===== config.mk =====
export PLATFORM = sky130hd
export DESIGN_NAME = sha3_absorb_ctrl
export DESIGN_NICKNAME = d
export VERILOG_FILES = /design/src/rtl/sha3_ctrl_pkg.sv /design/src/rtl/sha3_pad_gen.sv /design/src/rtl/sha3_absorb_ctrl.sv
export SDC_FILE = /design/constraint.sdc
export NUM_CORES = 1
export LEC_CHECK = 0
export CAP_MARGIN = 20
export CORE_MARGIN = 8
export CORE_UTILIZATION = 39
export DETAILED_ROUTE_END_ITERATION = 6
export PLACE_DENSITY = 0.8
export SETUP_SLACK_MARGIN = 0.15
export SYNTH_ARGS = -nofsm -noshare
export SYNTH_HDL_FRONTEND = slang
export SYNTH_SLANG_ARGS = --single-unit
export TNS_END_PERCENT = 1

===== constraint.sdc =====
create_clock -name ACLK -period 2.05 [get_ports ACLK]
set_input_delay 0.41 -clock ACLK [delete_from_list [all_inputs] [get_ports ACLK]]
set_output_delay 0.41 -clock ACLK [all_outputs]
set_load 0.03 [all_outputs]

===== src/rtl/sha3_ctrl_pkg.sv =====
// Purpose: shared types, constants and helpers for the SHA3-256 absorb controller.
// Latency: n/a (declarations only).
// Backpressure: n/a.
package sha3_ctrl_pkg;

    typedef enum logic [2:0] {
        ABSORB    = 3'd0,
        PAD       = 3'd1,
        PERMUTE   = 3'd2,
        WAIT_PERM = 3'd3,
        DONE      = 3'd4
    } ctrl_state_e;

    // Plain-vector views of the states, used by the FSM register.
    localparam logic [2:0] ST_ABSORB    = ABSORB;
    localparam logic [2:0] ST_PAD       = PAD;
    localparam logic [2:0] ST_PERMUTE   = PERMUTE;
    localparam logic [2:0] ST_WAIT_PERM = WAIT_PERM;
    localparam logic [2:0] ST_DONE      = DONE;

    localparam logic [7:0] SHA3_DOMAIN   = 8'h06;
    localparam logic [7:0] SHA3_PAD_END  = 8'h80;
    localparam int         RATE_BITS_256 = 1088;
    localparam int         WORDS_256     = 68;

    // Valid-byte count of a final beat. 2'b10 is not a legal keep pattern
    // and is treated as a full word.
    function automatic logic [1:0] keep_to_nbytes(input logic [1:0] keep);
        logic [1:0] n;
        case (keep)
            2'b00:   n = 2'd0;
            2'b01:   n = 2'd1;
            default: n = 2'd2;
        endcase
        return n;
    endfunction

endpackage


===== src/rtl/sha3_pad_gen.sv =====
// Purpose: builds one padded 16-bit rate word (byte mask, 0x06 domain byte, 0x80 end bit).
// Latency: combinational, zero cycles.
// Backpressure: none; pure function of its inputs.
// Ports: word (raw data), nbytes (valid bytes 0..2), is_last_word_of_rate
// (OR 0x80 into byte1), add_domain (place 0x06 in the first unused byte),
// padded (result).
module sha3_pad_gen
    import sha3_ctrl_pkg::*;
(
    input  logic [15:0] word,
    input  logic [1:0]  nbytes,
    input  logic        is_last_word_of_rate,
    input  logic        add_domain,
    output logic [15:0] padded
);

    always_comb begin
        padded = 16'h0000;
        if (nbytes >= 2'd1) padded[7:0]  = word[7:0];
        if (nbytes >= 2'd2) padded[15:8] = word[15:8];
        // The domain byte lands right after the last message byte; a full
        // word has no room, so the caller carries it into the next word.
        if (add_domain) begin
            if (nbytes == 2'd0)      padded[7:0]  = padded[7:0]  | SHA3_DOMAIN;
            else if (nbytes == 2'd1) padded[15:8] = padded[15:8] | SHA3_DOMAIN;
        end
        if (is_last_word_of_rate) padded[15:8] = padded[15:8] | SHA3_PAD_END;
    end

endmodule


===== src/rtl/sha3_absorb_ctrl.sv =====
// Purpose: packs a 16-bit message stream into SHA3-256 rate blocks, pads, and sequences the Keccak core.
// Latency: stream word written to the core the same cycle it is accepted; one start cycle per block.
// Backpressure: s_tready low during PAD/PERMUTE/WAIT_PERM/DONE; hash_valid held until hash_ready.
// Ports: ACLK/ARESETn; s_t* message stream in; absorb_we/addr/data state XOR port,
// perm_start/perm_done core handshake, state_clr core clear; hash_valid/hash_ready
// digest handshake; busy message in progress.
// Optional: define SHA3_CTRL_PERF_CNT_EN to add perm_cnt and msg_bytes counters.
module sha3_absorb_ctrl
    import sha3_ctrl_pkg::*;
#(
    parameter int DATA_W    = 16,
    parameter int RATE_BITS = RATE_BITS_256
) (
    input  logic                              ACLK,
    input  logic                              ARESETn,
    input  logic [DATA_W-1:0]                 s_tdata,
    input  logic [1:0]                        s_tkeep,
    input  logic                              s_tlast,
    input  logic                              s_tvalid,
    output logic                              s_tready,
    output logic                              absorb_we,
    output logic [$clog2(RATE_BITS/DATA_W)-1:0] absorb_addr,
    output logic [DATA_W-1:0]                 absorb_data,
    output logic                              perm_start,
    input  logic                              perm_done,
    output logic                              state_clr,
    output logic                              hash_valid,
    input  logic                              hash_ready,
    output logic                              busy
`ifdef SHA3_CTRL_PERF_CNT_EN
    ,
    output logic [15:0]                       perm_cnt,
    output logic [31:0]                       msg_bytes
`endif
);

    localparam int WORDS = RATE_BITS / DATA_W;
    localparam int AW    = $clog2(WORDS);
    localparam logic [AW-1:0] LAST_IDX = AW'(WORDS - 1);

    logic [2:0]    state_q, state_d;
    logic [AW-1:0] cnt_q, cnt_d;
    logic          final_q, final_d;
    logic          pad06_q, pad06_d;
    logic          busy_q, busy_d;
    // Holds s_tready low while ARESETn is asserted so every output reads 0
    // during reset; rises on the first clock after release.
    logic          live_q;

    logic          hs;
    logic          at_end;
    logic [1:0]    in_nbytes;

    logic [15:0]   pg_word;
    logic [1:0]    pg_nbytes;
    logic          pg_last;
    logic          pg_dom;
    logic [15:0]   pg_out;

    assign s_tready   = live_q && (state_q == ST_ABSORB);
    assign hs         = s_tready && s_tvalid;
    assign at_end     = (cnt_q == LAST_IDX);
    assign in_nbytes  = s_tlast ? keep_to_nbytes(s_tkeep) : 2'd2;

    // The pad generator serves both the stream's final beat and PAD fill words.
    always_comb begin
        pg_word   = 16'h0000;
        pg_nbytes = 2'd0;
        pg_last   = 1'b0;
        pg_dom    = 1'b0;
        if (state_q == ST_PAD) begin
            pg_dom  = pad06_q;
            pg_last = at_end;
        end else begin
            pg_word   = s_tdata;
            pg_nbytes = in_nbytes;
            pg_dom    = s_tlast;
            // A full final beat in the last slot leaves no room for padding;
            // the 0x80 then goes into an extra block.
            pg_last   = s_tlast && (in_nbytes < 2'd2) && at_end;
        end
    end

    sha3_pad_gen u_pad_gen (
        .word                 (pg_word),
        .nbytes               (pg_nbytes),
        .is_last_word_of_rate (pg_last),
        .add_domain           (pg_dom),
        .padded               (pg_out)
    );

    assign absorb_we   = hs || (state_q == ST_PAD);
    assign absorb_addr = absorb_we ? cnt_q : '0;
    assign absorb_data = absorb_we ? pg_out : '0;
    assign perm_start  = (state_q == ST_PERMUTE);
    assign hash_valid  = (state_q == ST_DONE);
    assign state_clr   = hash_valid && hash_ready;
    assign busy        = busy_q;

    always_comb begin
        state_d = state_q;
        cnt_d   = cnt_q;
        final_d = final_q;
        pad06_d = pad06_q;
        busy_d  = busy_q;
        case (state_q)
            ST_ABSORB: begin
                if (hs) begin
                    busy_d = 1'b1;
                    if (!s_tlast) begin
                        if (at_end) begin
                            state_d = ST_PERMUTE;
                            final_d = 1'b0;
                            cnt_d   = '0;
                        end else begin
                            cnt_d = cnt_q + AW'(1);
                        end
                    end else if (in_nbytes < 2'd2) begin
                        // Domain byte already placed in this word.
                        pad06_d = 1'b0;
                        if (at_end) begin
                            state_d = ST_PERMUTE;
                            final_d = 1'b1;
                            cnt_d   = '0;
                        end else begin
                            state_d = ST_PAD;
                            cnt_d   = cnt_q + AW'(1);
                        end
                    end else begin
                        // Full final word: the 0x06 goes into the next word,
                        // which may be in a fresh block.
                        pad06_d = 1'b1;
                        if (at_end) begin
                            state_d = ST_PERMUTE;
                            final_d = 1'b0;
                            cnt_d   = '0;
                        end else begin
                            state_d = ST_PAD;
                            cnt_d   = cnt_q + AW'(1);
                        end
                    end
                end
            end
            ST_PAD: begin
                pad06_d = 1'b0;
                if (at_end) begin
                    state_d = ST_PERMUTE;
                    final_d = 1'b1;
                    cnt_d   = '0;
                end else begin
                    cnt_d = cnt_q + AW'(1);
                end
            end
            ST_PERMUTE: begin
                state_d = ST_WAIT_PERM;
            end
            ST_WAIT_PERM: begin
                if (perm_done) begin
                    if (final_q)      state_d = ST_DONE;
                    else if (pad06_q) state_d = ST_PAD;
                    else              state_d = ST_ABSORB;
                end
            end
            ST_DONE: begin
                if (hash_ready) begin
                    state_d = ST_ABSORB;
                    cnt_d   = '0;
                    final_d = 1'b0;
                    pad06_d = 1'b0;
                    busy_d  = 1'b0;
                end
            end
            default: begin
                state_d = ST_ABSORB;
                cnt_d   = '0;
                final_d = 1'b0;
                pad06_d = 1'b0;
                busy_d  = 1'b0;
            end
        endcase
    end

    always_ff @(posedge ACLK or negedge ARESETn) begin
        if (!ARESETn) begin
            state_q <= ST_ABSORB;
            cnt_q   <= '0;
            final_q <= 1'b0;
            pad06_q <= 1'b0;
            busy_q  <= 1'b0;
            live_q  <= 1'b0;
        end else begin
            state_q <= state_d;
            cnt_q   <= cnt_d;
            final_q <= final_d;
            pad06_q <= pad06_d;
            busy_q  <= busy_d;
            live_q  <= 1'b1;
        end
    end

`ifdef SHA3_CTRL_PERF_CNT_EN
    logic [15:0] perm_cnt_q, perm_cnt_d;
    logic [31:0] msg_bytes_q, msg_bytes_d;

    always_comb begin
        perm_cnt_d  = perm_cnt_q;
        msg_bytes_d = msg_bytes_q;
        if (state_clr) begin
            perm_cnt_d  = 16'h0000;
            msg_bytes_d = 32'h0000_0000;
        end else begin
            if (perm_start && (perm_cnt_q != 16'hFFFF)) perm_cnt_d = perm_cnt_q + 16'd1;
            if (hs) msg_bytes_d = msg_bytes_q + 32'(in_nbytes);
        end
    end

    always_ff @(posedge ACLK or negedge ARESETn) begin
        if (!ARESETn) begin
            perm_cnt_q  <= 16'h0000;
            msg_bytes_q <= 32'h0000_0000;
        end else begin
            perm_cnt_q  <= perm_cnt_d;
            msg_bytes_q <= msg_bytes_d;
        end
    end

    assign perm_cnt  = perm_cnt_q;
    assign msg_bytes = msg_bytes_q;
`endif

endmodule


## After elaboration in Yosys (flattened, before gate mapping)

Cells that the tools add are included.

| word-level totals | value |
|---|---|
| output and inout port bits | 29 |
| register bits | 14 |
| input port bits | 24 |

| operators by class | value |
|---|---|
| multiplexer cells | 41 |
| bitwise logic cells | 2 |
| eq/ne operators | 11 |
| add/subtract/negate cells | 1 |
| reduce and logical (&&, ||, !) cells | 15 |
| $lt $le $gt $ge | 3 |

Operators by type and width:

| kind | number |
|---|---|
| 16-bit two-way mux | 2 |
| 7-bit two-way mux | 4 |
| 7-bit case mux with 4 select lines | 1 |
| 3-bit two-way mux | 9 |
| 8-bit two-way mux | 3 |
| 3-bit case mux with 5 select lines | 1 |
| 1-bit two-way mux | 13 |
| 11-bit two-way mux | 1 |
| 3-bit AND reduction | 3 |
| 7-bit by 1-bit adder with 7-bit output, second input constant | 1 |
| 7-bit equality test, second input constant | 1 |
| 3-bit by 2-bit equality test with 1-bit output, second input constant | 2 |
| 2-bit two-way mux | 3 |
| 2-bit inequality test, second input constant | 3 |
| 1-bit case mux with 3 select lines | 2 |
| 1-bit logical AND | 5 |
| 2-bit by 1-bit equality test with 1-bit output, second input constant | 2 |
| 2-bit logical NOT | 2 |
| 1-bit case mux with 4 select lines | 1 |
| 2-bit case mux with 2 select lines | 1 |
| 4-bit AND reduction | 1 |
| 3-bit by 1-bit equality test with 1-bit output, second input constant | 1 |
| 3-bit equality test, second input constant | 1 |
| 3-bit logical NOT | 1 |
| 8 further kinds | 9 |

## Longest topological paths before layout

| logic depth | value |
|---|---|
| depth after elaboration | 11 |
| mapped depth | 6 |

## Hierarchy

Synthesis repeated with hierarchy kept, for this count alone.

| unflattened totals | value |
|---|---|
| cells, all modules | 163 |
| area, all modules | 1315.0 µm² |

Modules (own cells, without submodules):

| module | times used | cells an instance | area each (µm²) |
|---|---|---|---|
| sha3_absorb_ctrl | 1 | 142 | 1158.6 |
| sha3_pad_gen | 1 | 21 | 156.4 |

## Worst setup path after synthesis

Ideal clock, no wire load.

| timing | value |
|---|---|
| path kind | register to output |
| start | reg cnt_q[3] |
| end | out absorb_data[15] |
| cell stages (with the launch flop) | 5 |
| setup slack | -0.082 ns |
| data required time | 1.640 ns |
| arrival time | 1.722 ns |
| cells stage by stage | dfrtp_1 or4b_4 nor2_1 nand2_1 a21oi_1 |

| between the ends | value |
|---|---|
| longest elaborated chain between the ends | 5 |

RTL lines:

| what | RTL line | RTL |
|---|---|---|
| start: declaration | sha3_absorb_ctrl.sv:42 | `logic [AW-1:0] cnt_q, cnt_d;` |
| start signal: assignment | sha3_absorb_ctrl.sv:193 | `cnt_q <= cnt_d;` |
| 7-bit equality test (*) | sha3_absorb_ctrl.sv:62 | `assign at_end = (cnt_q == LAST_IDX);` |
| 1-bit logical AND | sha3_absorb_ctrl.sv:80 | `pg_last = s_tlast && (in_nbytes < 2'd2) && at_end;` |
| 1-bit two-way mux (*) | sha3_absorb_ctrl.sv:71 | `if (state_q == ST_PAD) begin` |
| 8-bit two-way mux (*) | sha3_pad_gen.sv:27 | `if (is_last_word_of_rate) padded[15:8] = padded[15:8] \| SHA3_PAD_END;` |
| 16-bit two-way mux (*) | sha3_absorb_ctrl.sv:94 | `assign absorb_data = absorb_we ? pg_out : '0;` |
| end: declaration | sha3_absorb_ctrl.sv:23 | `output logic [DATA_W-1:0] absorb_data,` |

Mark *: on every way between the ends. The rest lies on a longest branch, timed or not.

## Worst setup path in the final report

| timing | value |
|---|---|
| start | reg cnt_q[4] |
| end | out absorb_data[15] |

Same word-level chain as after synthesis.

==> flow_metrics.env <==
export IMPL_num_vias=1189
export IMPL_ctsRootBufferMaster="clkbuf_4"
export IMPL_syn_cell_area_um2=996
export IMPL_whs_ps=525
export IMPL_grt_use_total=0.160
export IMPL_switching_share=0.465
export IMPL_place_hpwl_um=2700
export IMPL_path_clk_slew_ps=80
export IMPL_synth_flop_cell="dfrtp_1"
export IMPL_drv_slew=0
export IMPL_initial_core_util=0.406
export IMPL_synth_async_reset_ratio=1.00
export IMPL_io_buffer_count=52
export IMPL_period_share=1.06
export IMPL_cts_made_buffers=3
export IMPL_yosys_area_top_type="dfrtp_1"
export IMPL_io_pins=53
export IMPL_leakage_uw=0.000818
export IMPL_reg2reg_depth=5
export IMPL_rsz0062_at_grt="yes"
export IMPL_areaGrowthSynthToFinish_pct=84.8
export IMPL_wl_um=3700
export IMPL_cp_arrival_ps=1760
export IMPL_fmax_mhz=461
export IMPL_hp_class="primary input to async pin"
export IMPL_route_detailed_drc=0
export IMPL_critical_path_class="flop to output pin"
export IMPL_synthCells=118
export IMPL_fin_skew_ps=1.99
export IMPL_drive_above_1_share=0.468
export IMPL_dr_pass1_iters=4
export IMPL_grt_max_degree=15
export IMPL_synth_area_per_cell_um2=8.44
export IMPL_cp_max_fo=2
export IMPL_finalWorstSetupSlack_ps=-118
export IMPL_synth_fp_nets=143
export IMPL_report_power_total_uw=2580
export IMPL_antenna_found_initial=0
export IMPL_comb_power_share=0.750
export IMPL_synth_edf_count=0
export IMPL_synth_top_area_frac=0.352
export IMPL_power_density_mw_per_mm2=1400
export IMPL_p_int_uw=1380
export IMPL_dieWidth_um=66.5
export IMPL_drtIter0Drc=44
export IMPL_setup_worst_path_end_class="output pin"
export IMPL_wl_per_cell_um=16.8
export IMPL_yosysWarningCount=0
export IMPL_clk_latency_ps=280
export IMPL_setup_viol=23
export IMPL_cts_sinks=14
export IMPL_maxSlewHeadroom=0.560
export IMPL_worst_pin_slew_ps=658
export IMPL_cp_slowest_stage_delay_ps=560
export IMPL_ys_top_cells_by_area="dfrtp_1 (35%), and2_1 (13%), o21ai_0 (4.5%), a21oi_1 (3.5%), o41ai_2 (3.3%)"
export IMPL_cts_max_level=1
export IMPL_holdBufCountCts=0
export IMPL_place_ws_ps=-280
export IMPL_yosysSeqAreaShare=0.352
export IMPL_sequentialPowerShare=0.188
export IMPL_drtAntennaViolNets=0
export IMPL_post_route_min_period_ps=2170
export IMPL_cts_buffer_depth=2
export IMPL_violations="setup timing"
export IMPL_synth_cell_types=34
export IMPL_core_mm2=0.00245
export IMPL_status="complete, but fails checks"
export IMPL_cap_viol_max_count=0
export IMPL_final_nets=217
export IMPL_power_frac_clock=0.061
export IMPL_gp_congestion=0.821
export IMPL_cts_tree="done"
export IMPL_grt_overflow=0
export IMPL_switchingPower_uw=1200
export IMPL_worstSetupStartpointType="flop"
export IMPL_crit_chain="or4b_4 > nor2_4 > nand2_4 > a21oi_4 > buf_6"
export IMPL_finalHoldViolCount=0
export IMPL_peakVddDrop_mv=1.20
export IMPL_antennaDiodeCount=0
export IMPL_rows=18
export IMPL_vias_per_cell=5.40
export IMPL_crit_slowest_cell="or4b_4"
export IMPL_die_h_um=66.5
export IMPL_grt_pass1_wl_um=5650
export IMPL_required_ps=1640
export IMPL_die_area_mm2=0.00443
export IMPL_grt_pass1_vias=1250
export IMPL_synth_seq_cells=14
-- power groups by stage --
stage	combinational [uW]	sequential (uW)	clock (uW)
final	1930	486	158
after floorplan	970	488	0
after global routing	2060	500	170
after detailed placement	1560	486	0
after global placement	1530	480	0
after CTS	1880	488	161
-- registers in the layout, indices dropped and copies added (netlist names) --
register	count
pad06_q	1
busy	1
live_q	1
final_q	1
state_q	3
cnt_q	7
-- critical path, delay by kind of cell, from the launching register on --
| family | cells | cell delay, ps |
|---|---|---|
| compound gates | 1 | 130 |
| flops | 1 | 400 |
| simple gates | 3 | 790 |
| buf+inv | 1 | 140 |
-- cells in the mapped netlist, types with 2 or more instances --
| cell | count |
|---|---|
| dfrtp_1 | 14 |
| buf_2 | 2 |
| inv_1 | 3 |
| o21a_1 | 4 |
| nor4_1 | 2 |
| o41ai_2 | 2 |
| o21ai_1 | 4 |
| o21ai_0 | 9 |
| a21oi_1 | 7 |
| nand3_1 | 4 |
| nor2_1 | 8 |
| o31ai_1 | 3 |
| and2_1 | 21 |
| and3_1 | 3 |
| a2bb2oi_1 | 2 |
| nor3_1 | 3 |
| nand2b_1 | 3 |
| nand2_1 | 8 |
-- cells by family after synthesis --
group | count (synthesis) | share of synthesized area
AO/OA/AOI/OAI | 35 | 0.247
AND/OR/NAND/NOR | 58 | 0.330
flip-flops | 14 | 0.352
multiplexers | 1 | 0.0101
adder cells (fa/ha/maj) | 1 | 0.0126
other | 1 | 0.00377
buffers and inverters | 8 | 0.0440
-- cells in the final DEF, fill, tap and decap left out, drive strengths merged, types with 3 or more instances in the layout --
| cell type | netlist | layout |
|---|---|---|
| a21oi | 7 | 7 |
| and2 | 21 | 21 |
| and3 | 3 | 3 |
| buf | 4 | 48 |
| clkbuf | 1 | 5 |
| clkdlybuf4s50 | 0 | 23 |
| dfrtp | 14 | 14 |
| nand2 | 8 | 8 |
| nand2b | 3 | 3 |
| nand3 | 4 | 4 |
| nor2 | 8 | 8 |
| nor3 | 3 | 3 |
| o21a | 4 | 4 |
| o21ai | 13 | 13 |
| o31ai | 3 | 3 |
-- layer usage --
layer  up-vias  global-route usage  routed length, um
met5         -                   0                  0
met4         0              0.0640                 55
met3         7              0.0369                410
met2        60               0.292               1770
met1       556               0.174               1470
li1        566                   -                  -
-- metrics by stage --
stage / cells / util / cell area (um^2) / setup TNS, ps
floorplan: 118 / - / 1010 / 0
global placement: 213 / 0.654 / 1610 / -3140
detailed placement: 213 / 0.654 / 1610 / -4150
CTS: 217 / 0.734 / 1800 / -346
global route: 220 / 0.750 / 1840 / -2200
finish: 220 / 0.750 / 1840 / -1050
-- repair_timing --
action                                  in CTS  in global routing
pin swaps                                   14                  5
hold endpoints to repair                     0                  0
buffers inserted                             1                  3
resized for setup                           58                 14
endpoints found under the setup margin      27                 28
-- final timing paths --
path                                         from                endpoint  slack, ps
min                                       ARESETn    cnt_q[3]$_DFFE_PN0P_        520
max in group asynchronous                 ARESETn  state_q[1]$_DFFE_PN0P_       1070
max                          cnt_q[4]$_DFFE_PN0P_         absorb_data[15]       -120
min reg2reg                   final_q$_DFFE_PN0P_     final_q$_DFFE_PN0P_        540
min in group ACLK             final_q$_DFFE_PN0P_     final_q$_DFFE_PN0P_        540
max reg2reg                state_q[1]$_DFFE_PN0P_     final_q$_DFFE_PN0P_        210
-- final cells by class --
type	instances	area, um^2
well taps	30	37.5
flip-flops and latches	14	354
repair buffers	74	693
multi-input cells	96	718
fillers	171	614
clock buffers	3	22.5
inverters	3	15.0
(Power assumes the default switching activity.)
==> RTL change 1 (config.mk and constraints unchanged) <==
Set the package constant `RATE_BITS_256` to 2176 (it was 1088).
--- a/src/rtl/sha3_ctrl_pkg.sv
+++ b/src/rtl/sha3_ctrl_pkg.sv
@@ -20,7 +20,7 @@
 
     localparam logic [7:0] SHA3_DOMAIN   = 8'h06;
     localparam logic [7:0] SHA3_PAD_END  = 8'h80;
-    localparam int         RATE_BITS_256 = 1088;
+    localparam int         RATE_BITS_256 = 2176;
     localparam int         WORDS_256     = 68;
 
     // Valid-byte count of a final beat. 2'b10 is not a legal keep pattern
Interface: changed (resized absorb_addr); port bits go from 53 to 54. The function was not compared with the original's and may differ.
==> RTL change 1 against the unedited design <==
Highest routed layer unchanged; sequential cell count rose by 1; non-clock buffer count up 5; die area grew 9.4%; largest cell class unchanged; worst hold slack gained 0.012 ns; synthesized area grew 12%; power is 38% lower; cell count is 8.2% higher; worst setup slack improved by 0.14 ns; design area rose by 6.7%; utilization down 3.2 points; routed wire length up 11%; critical path type unchanged.
==> RTL change 1: results (changes against the unedited design) <==
Placement
  – Worst slack, placed: -0.3505 ns (-0.07068 ns)
  – IO Port Bufs: 53 (+1.9%)
  – Post-DP HPWL: 2900 µm (+7.3%)
  – Routability congestion estimate: 0.7858 (-4.2%)
  – Placed Cells incl. Taps: 225 (+5.6%)

Layout
  – Multi-In Gates: 104 (+8.3%)
  – Plain + repair buffers: 79 (+6.8%)
  – Share of layout cells above drive strength 1: 43.96% (-2.9 points)
  – Largest registers: cnt_q (8), state_q (3)
  – Fraction of area in multi-input gates: 39.64% (+0.62 points)
  – Filler cell count: 213 (+25%)
  – Signal buf overhead: 36.84% (-0.82 points)
  – Sequential cell area: 377.9 µm² (+6.7%)
  – Clk tree area frac: 1.338% (+0.11 points)

Outcome
  – Status: complete, no violations

Global routing
  – Largest net degree at the start of global routing: 16 (+1)
  – Wire length of the first global-routing pass: 6762 µm (+20%)
  – GRT met2 Usage: 29.51% (+0.32 points)
  – Met3 capacity usage during global routing: 4.006% (+0.31 points)
  – Vias in the first global route: 1386 (+11%)

Yosys
  – Yosys cell types: 45 (+32%)
  – Synth Area per Inst: 8.681 µm² (+2.8%)
  – #FFs+latches synth: 15 (+1)
  – Syn Nets: 154 (+7.7%)
  – Sequential area share after synthesis: 33.52% (-1.7 points)
  – Synth cell count leaders: and2_1 (19), dfrtp_1 (15), nand2_1 (10)

Power
  – LEAKAGE: 0.9023 nW (+10%)
  – Max VDD drop: 0.7185 mV (-40%)
  – Switching part of the total: 43.45% (-3.0 points)
  – Seq group: 0.408 mW (-16%)
  – Design Power: 1.602 mW (-38%)

Drt
  – DR vias: 1310 (+10%)
  – Routed WL per cell: 17.33 µm (+3.1%)
  – Iteration-0 DRC Markers: 62 (+41%)
  – Metal-1 WL: 1704 µm (+16%)

Timing
  – Clock Skews: 0.006767 ns (+0.004776 ns)
  – Slew HR: 51.32% (-4.6 points)
  – Hold slack: 0.5369 ns (+0.01198 ns)

Worst setup path
  – CP max-delay cell: dfrtp_1
  – R2r setup slk: 0.31 ns (+0.10 ns)
  – Worst r2r src: state_q[0]$_DFFE_PN0P_
  – Critical Path Max Stage Delay: 0.41 ns (-0.15 ns)
  – Reg2Reg Capture Point: cnt_q[6]$_DFFE_PN0P_

Floorplan
  – Tap cells: 31 (+3.3%)

Clock tree
  – Clock slew at reported path FFs: 0.10 ns (+0.02 ns)
[RTL change 1: cells by family after synthesis]
family          after synthesis  synth area share (%)
simple gates                 63                 34.97
other cells                   1                0.3349
flops                        15                 33.52
compound gates               38                 23.91
fa+ha+maj                     1                 1.117
buf+inv                      10                 5.251
mux                           1                0.8939
[RTL change 1: worst max path at each step]
stage,start,endpoint,slack [ns]
finish,state_q[2]$_DFFE_PN0P_,absorb_data[7],0.02
global route,state_q[2]$_DFFE_PN0P_,absorb_data[7],-0.08
CTS,state_q[2]$_DFFE_PN0P_,absorb_data[10],0.04
detailed placement,s_tvalid,absorb_addr[7],-0.35
global placement,s_tvalid,absorb_addr[7],-0.34
floorplan,cnt_q[4]$_DFFE_PN0P_,absorb_data[15],0.06
[RTL change 1: what timing repair did]
action                                  in CTS  in global routing
pin swaps                                   11                  7
endpoints found under the setup margin      28                 27
setup buffers                                8                  1
gates resized for setup                     41                 23
cloned                                       0                  0
==> RTL change 2 (config.mk and constraints unchanged) <==
Made on the original files. Compare `cnt_q` against `LAST_IDX` with >= in place of ==.
--- a/src/rtl/sha3_absorb_ctrl.sv
+++ b/src/rtl/sha3_absorb_ctrl.sv
@@ -59,7 +59,7 @@
 
     assign s_tready   = live_q && (state_q == ST_ABSORB);
     assign hs         = s_tready && s_tvalid;
-    assign at_end     = (cnt_q == LAST_IDX);
+    assign at_end     = (cnt_q >= LAST_IDX);
     assign in_nbytes  = s_tlast ? keep_to_nbytes(s_tkeep) : 2'd2;
 
     // The pad generator serves both the stream's final beat and PAD fill words.
Behaviour: same outputs for any inputs over 10 cycles, from zero or initial values and one cycle with ARESETn low; that may be too few to reach the edited logic, so the function may still have changed.
==> RTL change 2 against the unedited design <==
Sequential cell count stayed put; routed wire length is 2.8% higher; utilization is 2.1 points lower; critical path depth is 1 higher; synthesized area is 0.63% higher; power is 13% lower; critical path type unchanged; sequential power is 6.2% higher; worst hold slack worse by 0.020 ns; worst setup slack worse by 0.24 ns; design area is 2.8% lower; first-iteration DRC count is 50% higher; synthesized cell count is 2.5% higher; non-clock buffer count is 1 lower; the run still ends with negative setup slack left; register-to-register slack worse by 0.17 ns.
==> RTL change 2: results (changes against the unedited design) <==
Timing
  – PnR worst setup slack: -0.3592 ns (-0.2416 ns)
  – Slew HR: 56.71% (+0.75 points)
  – Clock Skews: 0.01082 ns (+0.008829 ns)
  – Endpoints failing setup: 7 (-70%)

Power
  – LEAKAGE: 0.8119 nW (-0.72%)
  – Internal power: 1.183 mW (-14%)
  – Max VDD drop: 1.055 mV (-12%)

Placement
  – Routability congestion estimate: 0.8834 (+7.7%)
  – Post-DP HPWL: 2763 µm (+2.2%)
  – Worst slack, placed: -0.2183 ns (+0.06152 ns)

Worst setup path
  – R2r setup slk: 0.04 ns (-0.17 ns)
  – CP Max Fanout: 5 (+3)
  – R2R depth: 6 (+1)
  – Worst EP arrival: 2.00 ns (+0.24 ns)

Global routing
  – Wire length of the first global-routing pass: 5906 µm (+4.5%)
  – All-Layer GR Usage: 17.21% (+1.2 points)
  – Vias in the first global route: 1201 (-3.9%)

Layout
  – Filler cell count: 184 (+7.6%)
  – Final Net Count: 218 (+0.46%)
  – Share of layout cells above drive strength 1: 38.74% (-8.1 points)

Yosys
  – Syn Nets: 146 (+2.1%)
  – Top cells by area, synth: dfrtp_1 (35%), and2_1 (11%), nand2_1 (4.5%)
  – Mux contribution to synthesized area: 0.9988% (-0.0063 points)
  – Synth cell count leaders: and2_1 (18), dfrtp_1 (14), nand2_1 (12)
  – Synth Area in Compound Gates: 22.60% (-2.2 points)
  – Post-synthesis adder-cell area fraction: 1.248% (-0.0078 points)
  – Sequential area share after synthesis: 34.96% (-0.22 points)
  – Yosys cell types: 41 (+21%)

Outcome
  – Failing checks: negative setup slack
  – Status: complete, but fails checks

Drt
  – Total iterations of the first detailed-routing run: 4 (unchanged)
  – Via density: 5.376 (-0.54%)
  – Iteration-0 DRC Markers: 66 (+50%)
  – Routed WL per cell: 17.22 µm (+2.4%)

Min path
  – Hold crit path type: primary input to async pin

Clock tree
  – Worst skew pair latency: 0.30 ns (+0.02 ns)
==> RTL change 2: cell types whose count changed after synthesis, moves of 3 or more <==
cell      before  now
inv_1          3    0
and2_1        21   18
nand3_1        4    1
nand2_1        8   12
nor2b_1        1    5
nand2b_1       3    0
a31oi_1        0    3
o21ai_0        9    6
nor2_1         8   11
==> RTL change 2: cell type report <==
cell class                 instances  area (µm²)  area share (%)
multi-input combinational        101       693.2           38.74
timing repair buffer              73       680.7           38.04
sequential                        14       355.3           19.86
tap                               30       37.54           2.098
clock buffer                       3       22.52           1.259
==> RTL change 2: worst paths after layout <==
| path | start | end |
|---|---|---|
| min | ARESETn | cnt_q[2]$_DFFE_PN0P_ |
| min reg2reg | pad06_q$_DFFE_PN0P_ | pad06_q$_DFFE_PN0P_ |
| max in group asynchronous | ARESETn | state_q[1]$_DFFE_PN0P_ |
| min in group ACLK | pad06_q$_DFFE_PN0P_ | pad06_q$_DFFE_PN0P_ |
| max | cnt_q[0]$_DFFE_PN0P_ | absorb_data[15] |
| max reg2reg | cnt_q[0]$_DFFE_PN0P_ | state_q[0]$_DFFE_PN0P_ |
==> RTL change 2: metal layers <==
layer	part of all wire [%]	vias to the layer above	track usage, %
li1	-	583	-
met1	39	562	19.26
met2	53	36	29.75
met3	5.8	7	4.530
met4	1.6	0	7.467
met5	0	-	0
==> RTL change 2: metrics by stage <==
| step | cell area, µm² | TNS (ns) | hold WS (ns) | std cells |
|---|---|---|---|---|
| 2_1_floorplan | 1008 | -0.4182 | 0.1144 | 121 |
| 3_3_place_gp | 1615 | -0.9537 | 0.5147 | 217 |
| 3_5_place_dp | 1615 | -2.322 | 0.5268 | 217 |
| 4_1_cts | 1699 | -0.4022 | 0.5311 | 220 |
| 5_1_grt | 1789 | -1.783 | 0.5634 | 221 |
| 6_report | 1789 | -0.4317 | 0.5045 | 221 |
==> RTL change 2: power groups by stage <==
stage	sequential (mW)	clock [mW]	combinational (mW)
detailed placement	0.499	0	1.39
finish	0.516	0.161	1.57
CTS	0.501	0.164	1.46
global placement	0.489	0	1.36
global route	0.531	0.177	1.69
floorplan	0.477	0	0.840
==> RTL change 2: cells by family after synthesis <==
logic type,after synthesis
compound gates,33
fa+ha+maj,1
buf+inv,6
flops,14
mux,1
other cells,1
simple gates,65
==> RTL change 2: critical path, cell delays in order, from the launching register on <==
cell and delay (ns):
dfrtp_2 0.46, ha_4 0.18, or4_4 0.42, o31a_1 0.28, mux2i_1 0.15, nor3_1 0.06
buf_4 0.16
==> RTL change 2: what timing repair did <==
item / CTS / global route
endpoints found under the setup margin: 35 / 35
setup buffers: 0 / 1
gates resized for setup: 28 / 26
pin swaps: 4 / 4
